===== config.mk =====
export PLATFORM = sky130hd
export DESIGN_NAME = alu_share_ctrl
export DESIGN_NICKNAME = d
export VERILOG_FILES = /design/src/rtl/alu_ctrl_pkg.sv /design/src/rtl/alu_rr_arb2.sv /design/src/rtl/alu_share_ctrl.sv
export SDC_FILE = /design/constraint.sdc
export NUM_CORES = 1
export LEC_CHECK = 0
export CAP_MARGIN = 10
export CORE_ASPECT_RATIO = 1.25
export CORE_MARGIN = 2
export CORE_UTILIZATION = 41
export CTS_CLUSTER_SIZE = 28
export DETAILED_ROUTE_END_ITERATION = 7
export GPL_TIMING_DRIVEN = 1
export PLACE_DENSITY_LB_ADDON = 0.1
export SYNTH_ARGS = -nofsm -noshare
export SYNTH_HDL_FRONTEND = slang
export SYNTH_SLANG_ARGS = --single-unit

===== constraint.sdc =====
create_clock -name clk -period 5.69 [get_ports clk]
set_clock_uncertainty 0.05 [all_clocks]
set_input_delay 1.4225 -clock clk [delete_from_list [all_inputs] [get_ports clk]]
set_output_delay 1.4225 -clock clk [all_outputs]
set_load 0.02 [all_outputs]

===== src/rtl/alu_ctrl_pkg.sv =====
// Shared definitions for the ALU sharing controller: opcodes, FSM states
// and opcode classification helpers.
package alu_ctrl_pkg;

  localparam logic [2:0] OP_AND = 3'b000;
  localparam logic [2:0] OP_OR  = 3'b001;
  localparam logic [2:0] OP_ADD = 3'b010;
  localparam logic [2:0] OP_SUB = 3'b110;
  localparam logic [2:0] OP_SLT = 3'b111;

  typedef enum logic [1:0] {
    S_IDLE = 2'd0,
    S_EXEC = 2'd1,
    S_RESP = 2'd2
  } state_t;

  // Opcodes the external ALU actually implements.
  function automatic logic isLegalOp(input logic [2:0] op);
    return (op == OP_AND) || (op == OP_OR) || (op == OP_ADD) ||
           (op == OP_SUB) || (op == OP_SLT);
  endfunction

  // Only the arithmetic ops drive a meaningful CarryOut; for the others
  // the ALU carry line is left over from whatever ran before.
  function automatic logic carryIsMeaningful(input logic [2:0] op);
    return (op == OP_ADD) || (op == OP_SUB);
  endfunction

endpackage


===== src/rtl/alu_rr_arb2.sv =====
// Two-way round-robin grant. The pointer names the requester that wins
// when both ask at once; a lone requester always wins.
module alu_rr_arb2 (
  input  logic       i_valid0,
  input  logic       i_valid1,
  input  logic       i_ptr,
  input  logic       i_enable,
  output logic [1:0] o_grant
);

  // One-hot grant, or no grant at all while disabled.
  always_comb begin
    o_grant = 2'b00;
    if (i_enable) begin
      if (i_valid0 && (!i_valid1 || !i_ptr)) begin
        o_grant = 2'b01;
      end else if (i_valid1) begin
        o_grant = 2'b10;
      end
    end
  end

endmodule


===== src/rtl/alu_share_ctrl.sv =====
// Shares one external combinational ALU between two requesters. A command
// is latched into the ALU operand registers, the ALU settles for one cycle,
// and the result is held on the granted requester's response port until
// that requester takes it.
module alu_share_ctrl
  import alu_ctrl_pkg::*;
#(
  parameter int WIDTH = 32
) (
  input  logic             clk,
  input  logic             reset,

  input  logic             i_req0_valid,
  output logic             o_req0_ready,
  input  logic [WIDTH-1:0] i_req0_a,
  input  logic [WIDTH-1:0] i_req0_b,
  input  logic [2:0]       i_req0_op,
  output logic             o_rsp0_valid,
  input  logic             i_rsp0_ready,
  output logic [WIDTH-1:0] o_rsp0_result,
  output logic             o_rsp0_carry,
  output logic             o_rsp0_zero,
  output logic             o_rsp0_err,

  input  logic             i_req1_valid,
  output logic             o_req1_ready,
  input  logic [WIDTH-1:0] i_req1_a,
  input  logic [WIDTH-1:0] i_req1_b,
  input  logic [2:0]       i_req1_op,
  output logic             o_rsp1_valid,
  input  logic             i_rsp1_ready,
  output logic [WIDTH-1:0] o_rsp1_result,
  output logic             o_rsp1_carry,
  output logic             o_rsp1_zero,
  output logic             o_rsp1_err,

  output logic [WIDTH-1:0] o_alu_a,
  output logic [WIDTH-1:0] o_alu_b,
  output logic [2:0]       o_alu_op,
  input  logic [WIDTH-1:0] i_alu_result,
  input  logic             i_alu_carry,
  input  logic             i_alu_zero,

  output logic             o_busy
);

  state_t           r_state;
  logic             r_ptr;
  logic             r_grantId;
  logic [WIDTH-1:0] r_aluA;
  logic [WIDTH-1:0] r_aluB;
  logic [2:0]       r_aluOp;

  logic             r_rsp0Valid;
  logic [WIDTH-1:0] r_rsp0Result;
  logic             r_rsp0Carry;
  logic             r_rsp0Zero;
  logic             r_rsp0Err;
  logic             r_rsp1Valid;
  logic [WIDTH-1:0] r_rsp1Result;
  logic             r_rsp1Carry;
  logic             r_rsp1Zero;
  logic             r_rsp1Err;

  logic             w_arbEnable;
  logic [1:0]       w_grant;
  logic             w_accept;
  logic             w_rspTaken;
  logic [WIDTH-1:0] w_capResult;
  logic             w_capCarry;
  logic             w_capZero;
  logic             w_capErr;

  // Commands are only considered while idle, and never while reset is
  // held so that no ready can leak out during reset.
  assign w_arbEnable = (r_state == S_IDLE) && !reset;
  assign w_accept    = |w_grant;
  assign w_rspTaken  = r_grantId ? i_rsp1_ready : i_rsp0_ready;

  alu_rr_arb2 u_arb (
    .i_valid0 (i_req0_valid),
    .i_valid1 (i_req1_valid),
    .i_ptr    (r_ptr),
    .i_enable (w_arbEnable),
    .o_grant  (w_grant)
  );

  // Response to capture at the end of EXEC: pass ALU outputs for legal ops
  // (masking the stale carry of logic/compare ops), canned error otherwise.
  always_comb begin
    w_capResult = '0;
    w_capCarry  = 1'b0;
    w_capZero   = 1'b1;
    w_capErr    = 1'b1;
    if (isLegalOp(r_aluOp)) begin
      w_capResult = i_alu_result;
      w_capCarry  = carryIsMeaningful(r_aluOp) && i_alu_carry;
      w_capZero   = i_alu_zero;
      w_capErr    = 1'b0;
    end
  end

  // Controller FSM: IDLE accepts one command, EXEC lets the ALU settle and
  // captures its outputs, RESP holds the response until it is taken.
  always_ff @(posedge clk or posedge reset) begin
    if (reset) begin
      r_state      <= S_IDLE;
      r_ptr        <= 1'b0;
      r_grantId    <= 1'b0;
      r_aluA       <= '0;
      r_aluB       <= '0;
      r_aluOp      <= 3'b000;
      r_rsp0Valid  <= 1'b0;
      r_rsp0Result <= '0;
      r_rsp0Carry  <= 1'b0;
      r_rsp0Zero   <= 1'b0;
      r_rsp0Err    <= 1'b0;
      r_rsp1Valid  <= 1'b0;
      r_rsp1Result <= '0;
      r_rsp1Carry  <= 1'b0;
      r_rsp1Zero   <= 1'b0;
      r_rsp1Err    <= 1'b0;
    end else begin
      case (r_state)
        S_IDLE: begin
          if (w_accept) begin
            r_aluA    <= w_grant[1] ? i_req1_a  : i_req0_a;
            r_aluB    <= w_grant[1] ? i_req1_b  : i_req0_b;
            r_aluOp   <= w_grant[1] ? i_req1_op : i_req0_op;
            r_grantId <= w_grant[1];
            r_state   <= S_EXEC;
          end
        end
        S_EXEC: begin
          if (r_grantId) begin
            r_rsp1Valid  <= 1'b1;
            r_rsp1Result <= w_capResult;
            r_rsp1Carry  <= w_capCarry;
            r_rsp1Zero   <= w_capZero;
            r_rsp1Err    <= w_capErr;
          end else begin
            r_rsp0Valid  <= 1'b1;
            r_rsp0Result <= w_capResult;
            r_rsp0Carry  <= w_capCarry;
            r_rsp0Zero   <= w_capZero;
            r_rsp0Err    <= w_capErr;
          end
          r_state <= S_RESP;
        end
        S_RESP: begin
          if (w_rspTaken) begin
            r_rsp0Valid <= 1'b0;
            r_rsp1Valid <= 1'b0;
            r_ptr       <= ~r_grantId;
            r_state     <= S_IDLE;
          end
        end
        default: begin
          r_state <= S_IDLE;
        end
      endcase
    end
  end

  assign o_req0_ready  = w_grant[0];
  assign o_req1_ready  = w_grant[1];
  assign o_alu_a       = r_aluA;
  assign o_alu_b       = r_aluB;
  assign o_alu_op      = r_aluOp;
  assign o_busy        = (r_state != S_IDLE);

  assign o_rsp0_valid  = r_rsp0Valid;
  assign o_rsp0_result = r_rsp0Result;
  assign o_rsp0_carry  = r_rsp0Carry;
  assign o_rsp0_zero   = r_rsp0Zero;
  assign o_rsp0_err    = r_rsp0Err;
  assign o_rsp1_valid  = r_rsp1Valid;
  assign o_rsp1_result = r_rsp1Result;
  assign o_rsp1_carry  = r_rsp1Carry;
  assign o_rsp1_zero   = r_rsp1Zero;
  assign o_rsp1_err    = r_rsp1Err;

endmodule


==> results of run 1 <==
cell usage in the layout, fill, tap and decap left out, drive strengths merged, types with 2 or more instances in the layout:
master and count:
nand2 71, nor2 2, a21oi 4, o31ai 64
clkinv 2, o2bb2ai 2, buf 12, o21ai 71
clkbuf 18, inv 43, bufinv 3, nand3b 3
a31oi 68, nor3 68, clkdlybuf4s50 315, o31a 2
nand2b 2, nand3 67, clkinvlp 3, mux2 3
dfrtp 143
how the worst max path moves through the flow:
| stage | cells after the start | to | start | slack (ns) |
|---|---|---|---|---|
| after global routing | 5 | o_req1_ready | reset | 0.56 |
| final | 5 | o_req1_ready | reset | 0.63 |
| after CTS | 5 | o_req1_ready | reset | 0.63 |
| after floorplan | 1 | o_alu_a[0] | reset | 0.38 |
| after global placement | 5 | o_req1_ready | reset | 0.64 |
| after detailed placement | 5 | o_req1_ready | reset | 0.63 |
sequential cells by signal, summed over array words and instances, names as in the netlist, 2 cells and up:
signal and count:
o_alu_a 32, o_alu_b 32, o_rsp0_result 32, o_rsp1_result 32
o_alu_op 3, r_state 2
per-stage QoR:
stage | total power [mW] | worst slack (ns)
global route | 6.20 | 0.560
floorplan | 3.29 | 0.380
global placement | 4.63 | 0.642
detailed placement | 4.71 | 0.628
finish | 5.85 | 0.630
CTS | 5.89 | 0.625
area by class of cell:
class | count | area [µm²]
clock inverter | 14 | 179
tap | 212 | 265
inverter | 37 | 144
sequential | 143 | 3580
clock buffer | 18 | 429
fill | 1285 | 5150
timing repair buffer | 327 | 3260
multi-input combinational | 435 | 2440
routing by layer:
metal	vias up	share of wire, %	wire, µm	GRT usage [%]
li1	3037	-	-	-
met1	3165	37	8130	30.8
met2	330	50	11000	44.4
met3	60	9.4	2070	9.05
met4	0	4.3	952	14.1
met5	-	0	0	0
critical path, cell delays in order:
cell and delay, ns:
clkdlybuf4s50_1 0.52, or4b_2 0.66, or2_2 0.33, inv_1 0.06
clkdlybuf4s50_1 0.59
cells by family (layout without fill, tap and decap cells):
family / count (synthesis) / count (layout) / share of synthesized area, %
simple gates: 218 / 218 / 15.9
compound gates: 213 / 213 / 20.8
flops: 143 / 143 / 55.7
buf+inv: 113 / 396 / 6.99
mux: 4 / 4 / 0.681
power breakdown:
group / switching [mW] / leakage, nW / total [mW] / internal (mW)
Sequential: 0.292 / 1.75 / 1.79 / 1.50
Clock: 0.454 / 0.289 / 1.15 / 0.697
Combinational: 1.64 / 2.10 / 2.91 / 1.27
Total: 2.39 / 4.14 / 5.85 / 3.47
==> results.sh, run 1 <==
export IMPL_post_cts_resized=0
export IMPL_dr_total_vias=6592
export IMPL_max_freq_ghz=0.198
export IMPL_yosysSeqAreaShare_pct=55.7
export IMPL_fin_nets=1135
export IMPL_clockBufferDepth=2
export IMPL_yosysTopAreaCell="dfrtp_1"
export IMPL_cts_max_level=4
export IMPL_die_area_um2=16700
export IMPL_post_cts_setup_buffer_count=0
export IMPL_min_path_type="reg -> reg"
export IMPL_synth_top_cell_area_share_pct=55.7
export IMPL_gp_congestion=0.884
export IMPL_hold_end="o_rsp1_result[18]"
export IMPL_status="finished, final reports clean"
export IMPL_hold_start="o_rsp1_result[18]"
export IMPL_placed_cell_area_um2=9660
export IMPL_routedWlPerCell_um=18.7
export IMPL_io_pins=316
export IMPL_ir_drop_mv=0.284
export IMPL_drv_cap=0
export IMPL_dieHeight_um=144
export IMPL_synth_seq_cells=143
export IMPL_die_w_um=116
export IMPL_setup_viol=0
export IMPL_synth_warnings=0
export IMPL_insertedDiodeCount=0
export IMPL_hold_depth=2
export IMPL_fp_coreArea_um2=15400
export IMPL_hold_buffers=0
export IMPL_start_kind="primary input"
export IMPL_p_per_area_nw_per_um2=569
export IMPL_synthTopCellsByArea="dfrtp_1 56%, o31ai_1 7.5%, a31oi_1 6.6%"
export IMPL_worstSetupEndpointType="primary output"
export IMPL_drive_gt1_share_pct=5.75
export IMPL_overflow=0
export IMPL_synth_distinct_cells=28
export IMPL_first_pass_iters=5
export IMPL_antenna_found_initial=1
export IMPL_r2r_cells=4
export IMPL_grt_util_all_layers_pct=26.9
export IMPL_via_per_inst=5.56
export IMPL_fin_area_um2=10300
export IMPL_ant_nets=0
export IMPL_clk_latency_ns=0.42
export IMPL_finalSetupTns_ns=0
export IMPL_rows=51
export IMPL_clkSlewWorstSetupHoldPaths_ns=0.06
export IMPL_cp_data_required_time_ns=4.22
export IMPL_period_minus_slack_ns=5.06
export IMPL_grt_max_degree=115
export IMPL_grt_pass1_wl_um=35000
export IMPL_r2r_slack_ns=3.40
export IMPL_crit_fanout=4
export IMPL_syn_cell_area_um2=6430
export IMPL_drtIter0Drc=520
export IMPL_fin_worst_hold_slack_ns=0.425
export IMPL_netlist_top_cells_count="143 x dfrtp_1, 71 x nand2_1, 68 x a31oi_1, 68 x clkbuf_1, 68 x nor3_1"
export IMPL_avgSynthCellArea_um2=9.30
export IMPL_leakagePower_nw=4.14
export IMPL_reg2reg_from="r_state[0]"
export IMPL_drt_wl_total_um=22200
export IMPL_hpwl_um=14600
export IMPL_slew_headroom_pct=30.2
export IMPL_io_buffers=315
export IMPL_cp_data_arrival_time_ns=3.59
export IMPL_first_global_vias=6855
export IMPL_timing_rr_end="o_alu_b[27]"
export IMPL_cts_tree="done"
export IMPL_rsz0062_at_grt="no"
export IMPL_synthCells=691
export IMPL_fin_util_pct=66.6
export IMPL_synth_nets=865
export IMPL_cts_sinks=143
export IMPL_synth_edf_count=0
export IMPL_async_reset_ff_share_pct=100
export IMPL_yosysMostFrequentCell="dfrtp_1"
export IMPL_worst_setup_path_type="in -> out"
export IMPL_root_buffer="clkbuf_16"
export IMPL_dp_cells=1153
export IMPL_final_cells=1186
export IMPL_start_util_pct=41.6
export IMPL_route_detailed_drc=0
export IMPL_fin_crit_sh_pct=88.9
export IMPL_maxSlewViolCount=0
export IMPL_syn_to_final_growth_pct=60.1
export IMPL_numCtsBuffers=17
export IMPL_synth_ff_type="dfrtp_1"
export IMPL_max_slew_worst_pin_slew_ns=1.05
export IMPL_hold_violations=0
No activity file was read; power rests on OpenSTA's default activity.
==> inputs of run 2 (changes only) <==
--- a/config.mk
+++ b/config.mk
@@ -12,7 +12,7 @@
 export CTS_CLUSTER_SIZE = 28
 export DETAILED_ROUTE_END_ITERATION = 7
 export GPL_TIMING_DRIVEN = 1
-export PLACE_DENSITY_LB_ADDON = 0.1
+export PLACE_DENSITY = 0.81
 export SYNTH_ARGS = -nofsm -noshare
 export SYNTH_HDL_FRONTEND = slang
 export SYNTH_SLANG_ARGS = --single-unit
==> constraint.sdc (replaced) <==
create_clock -name clk -period 5.69 [get_ports clk]
set_clock_uncertainty 0.05 [all_clocks]
set_input_delay 1.4225 -clock clk [delete_from_list [all_inputs] [get_ports clk]]
set_output_delay 1.4225 -clock clk [all_outputs]
set_load 0.01 [all_outputs]
==> run 2 against run 1 <==
Effect of this change: via count shrank 1.0%; count of clock-buffer cells in the layout fell by 1; design area up 0.19%; combinational power down 13%; first-iteration DRC count is 14% higher; die area did not move; total power down 5.9%; flip-flop and latch count unchanged; worst setup slack got worse by 0.0024 ns; non-clock buffer count increased by 1; critical path depth did not move; sequential share of layout area shrank 0.067 points; critical path type unchanged; largest cell class unchanged.
==> results.sh, run 2 (synthesis gave the netlist of run 1 again) <==
export IMPL_fin_worst_hold_slack_ns=0.423
export IMPL_cp_data_required_time_ns=4.22
export IMPL_antenna_found_initial=0
export IMPL_drtIter0Drc=593
export IMPL_p_per_area_nw_per_um2=535
export IMPL_via_per_inst=5.50
export IMPL_dr_total_vias=6523
export IMPL_grt_util_all_layers_pct=25.7
export IMPL_hold_buffers=0
export IMPL_clkSlewWorstSetupHoldPaths_ns=0.06
export IMPL_fp_coreArea_um2=15400
export IMPL_start_kind="primary input"
export IMPL_start_util_pct=41.6
export IMPL_power_switching_mw=2.01
export IMPL_post_cts_resized=0
export IMPL_max_slew_worst_pin_slew_ns=0.841
export IMPL_grt_max_degree=94
export IMPL_swShare_pct=36.4
export IMPL_final_cells=1187
export IMPL_placed_cell_area_um2=9680
export IMPL_first_global_vias=6376
export IMPL_fin_crit_sh_pct=89.0
export IMPL_worst_setup_path_type="in -> out"
export IMPL_dieHeight_um=144
export IMPL_die_area_um2=16700
export IMPL_overflow=0
export IMPL_numCtsBuffers=17
export IMPL_cp_data_arrival_time_ns=3.59
export IMPL_cts_sinks=143
export IMPL_hpwl_um=14600
export IMPL_ir_drop_mv=0.230
export IMPL_post_cts_setup_buffer_count=0
export IMPL_gp_congestion=0.795
export IMPL_p_int_mw=3.51
export IMPL_rsz0062_at_grt="no"
export IMPL_route_detailed_drc=0
export IMPL_period_minus_slack_ns=5.06
export IMPL_drv_cap=0
export IMPL_fin_nets=1136
export IMPL_die_w_um=116
export IMPL_regArea_um2=3580
export IMPL_grt_pass1_wl_um=33300
export IMPL_ant_nets=0
export IMPL_slew_headroom_pct=43.9
export IMPL_r2r_cells=4
export IMPL_pwr_share_clk_pct=21.6
export IMPL_routedWlPerCell_um=18.4
export IMPL_syn_to_final_growth_pct=60.4
export IMPL_clockBufferDepth=2
export IMPL_insertedDiodeCount=0
export IMPL_hold_depth=2
export IMPL_worstSetupEndpointType="primary output"
export IMPL_final_cell_mix="315 x clkdlybuf4s50_1, 143 x dfrtp_1, 71 x nand2_1"
export IMPL_root_buffer="clkbuf_16"
export IMPL_setup_viol=0
export IMPL_drive_gt1_share_pct=5.95
export IMPL_multiInputGateArea_um2=2440
export IMPL_clk_latency_ns=0.41
export IMPL_cts_max_level=4
export IMPL_nFillCells=1268
export IMPL_min_path_type="reg -> reg"
export IMPL_io_buffers=315
export IMPL_r2r_slack_ns=3.39
export IMPL_hold_violations=0
export IMPL_max_freq_ghz=0.198
export IMPL_final_common_cell="clkdlybuf4s50_1"
export IMPL_fin_area_um2=10300
export IMPL_p_seq_share_pct=32.3
export IMPL_cts_tree="done"
export IMPL_p_comb_share_pct=46.1
export IMPL_rows=51
export IMPL_status="finished, final reports clean"
export IMPL_io_pins=316
export IMPL_drt_wl_total_um=21800
export IMPL_leakagePower_nw=4.15
export IMPL_crit_fanout=3
export IMPL_maxSlewViolCount=0
export IMPL_first_pass_iters=7
export IMPL_finalSetupTns_ns=0
export IMPL_dp_cells=1155
run 2: changes by cell type in the layout (fill, tap and decap cells not counted):
| cell | before | now |
|---|---|---|
| clkinvlp_4 | 3 | 4 |
| clkinv_4 | 1 | 2 |
| inv_6 | 7 | 5 |
| bufinv_16 | 3 | 4 |
| buf_12 | 1 | 0 |
| clkbuf_1 | 1 | 0 |
| buf_4 | 11 | 13 |
run 2: critical path: stages:
cell	delay, ns
clkdlybuf4s50_1	0.57
or4b_2	0.62
or2_2	0.34
inv_1	0.08
clkdlybuf4s50_1	0.57
run 2: power by group through the flow:
stage / Combinational, mW / Clock [mW] / Sequential [mW]
after floorplan: 0.963 / 0 / 1.97
after global placement: 2.51 / 0 / 1.77
after detailed placement: 2.55 / 0 / 1.79
after CTS: 2.56 / 1.21 / 1.78
after global routing: 2.74 / 1.26 / 1.84
final: 2.54 / 1.19 / 1.78
run 2: layer usage:
layer | wire, µm | GRT usage [%] | vias to the layer above
li1 | - | - | 3034
met1 | 8210 | 30.5 | 3075
met2 | 10700 | 42.3 | 355
met3 | 2060 | 8.26 | 59
met4 | 915 | 12.0 | 0
met5 | 0 | 0 | -
run 2: area by class of cell:
| class | count | share of cell area, % |
|---|---|---|
| clock buffers | 17 | 4.13 |
| clock inverters | 15 | 2.01 |
| inverters | 37 | 1.40 |
| multi-input cells | 435 | 23.6 |
| flip-flops and latches | 143 | 34.7 |
| well taps | 212 | 2.57 |
| repair buffers | 328 | 31.5 |
run 2: metrics by stage:
step / utilization [%] / setup WS (ns) / power [mW]
after floorplan: - / 0.380 / 2.93
after global placement: 62.7 / 0.623 / 4.28
after detailed placement: 62.7 / 0.619 / 4.34
after global routing: 66.8 / 0.575 / 5.84
final: 66.8 / 0.627 / 5.51
after CTS: 66.8 / 0.616 / 5.55
run 2: path summary, 6_finish.rpt:
kind                                    end              from
setup / recovery               o_req1_ready      i_req1_valid
hold / removal             o_rsp0_result[0]  o_rsp0_result[0]
setup reg to reg                 o_alu_a[3]        r_state[1]
hold reg to reg            o_rsp0_result[0]  o_rsp0_result[0]
max in group asynchronous  o_rsp1_result[9]             reset
min in group asynchronous        r_state[1]             reset
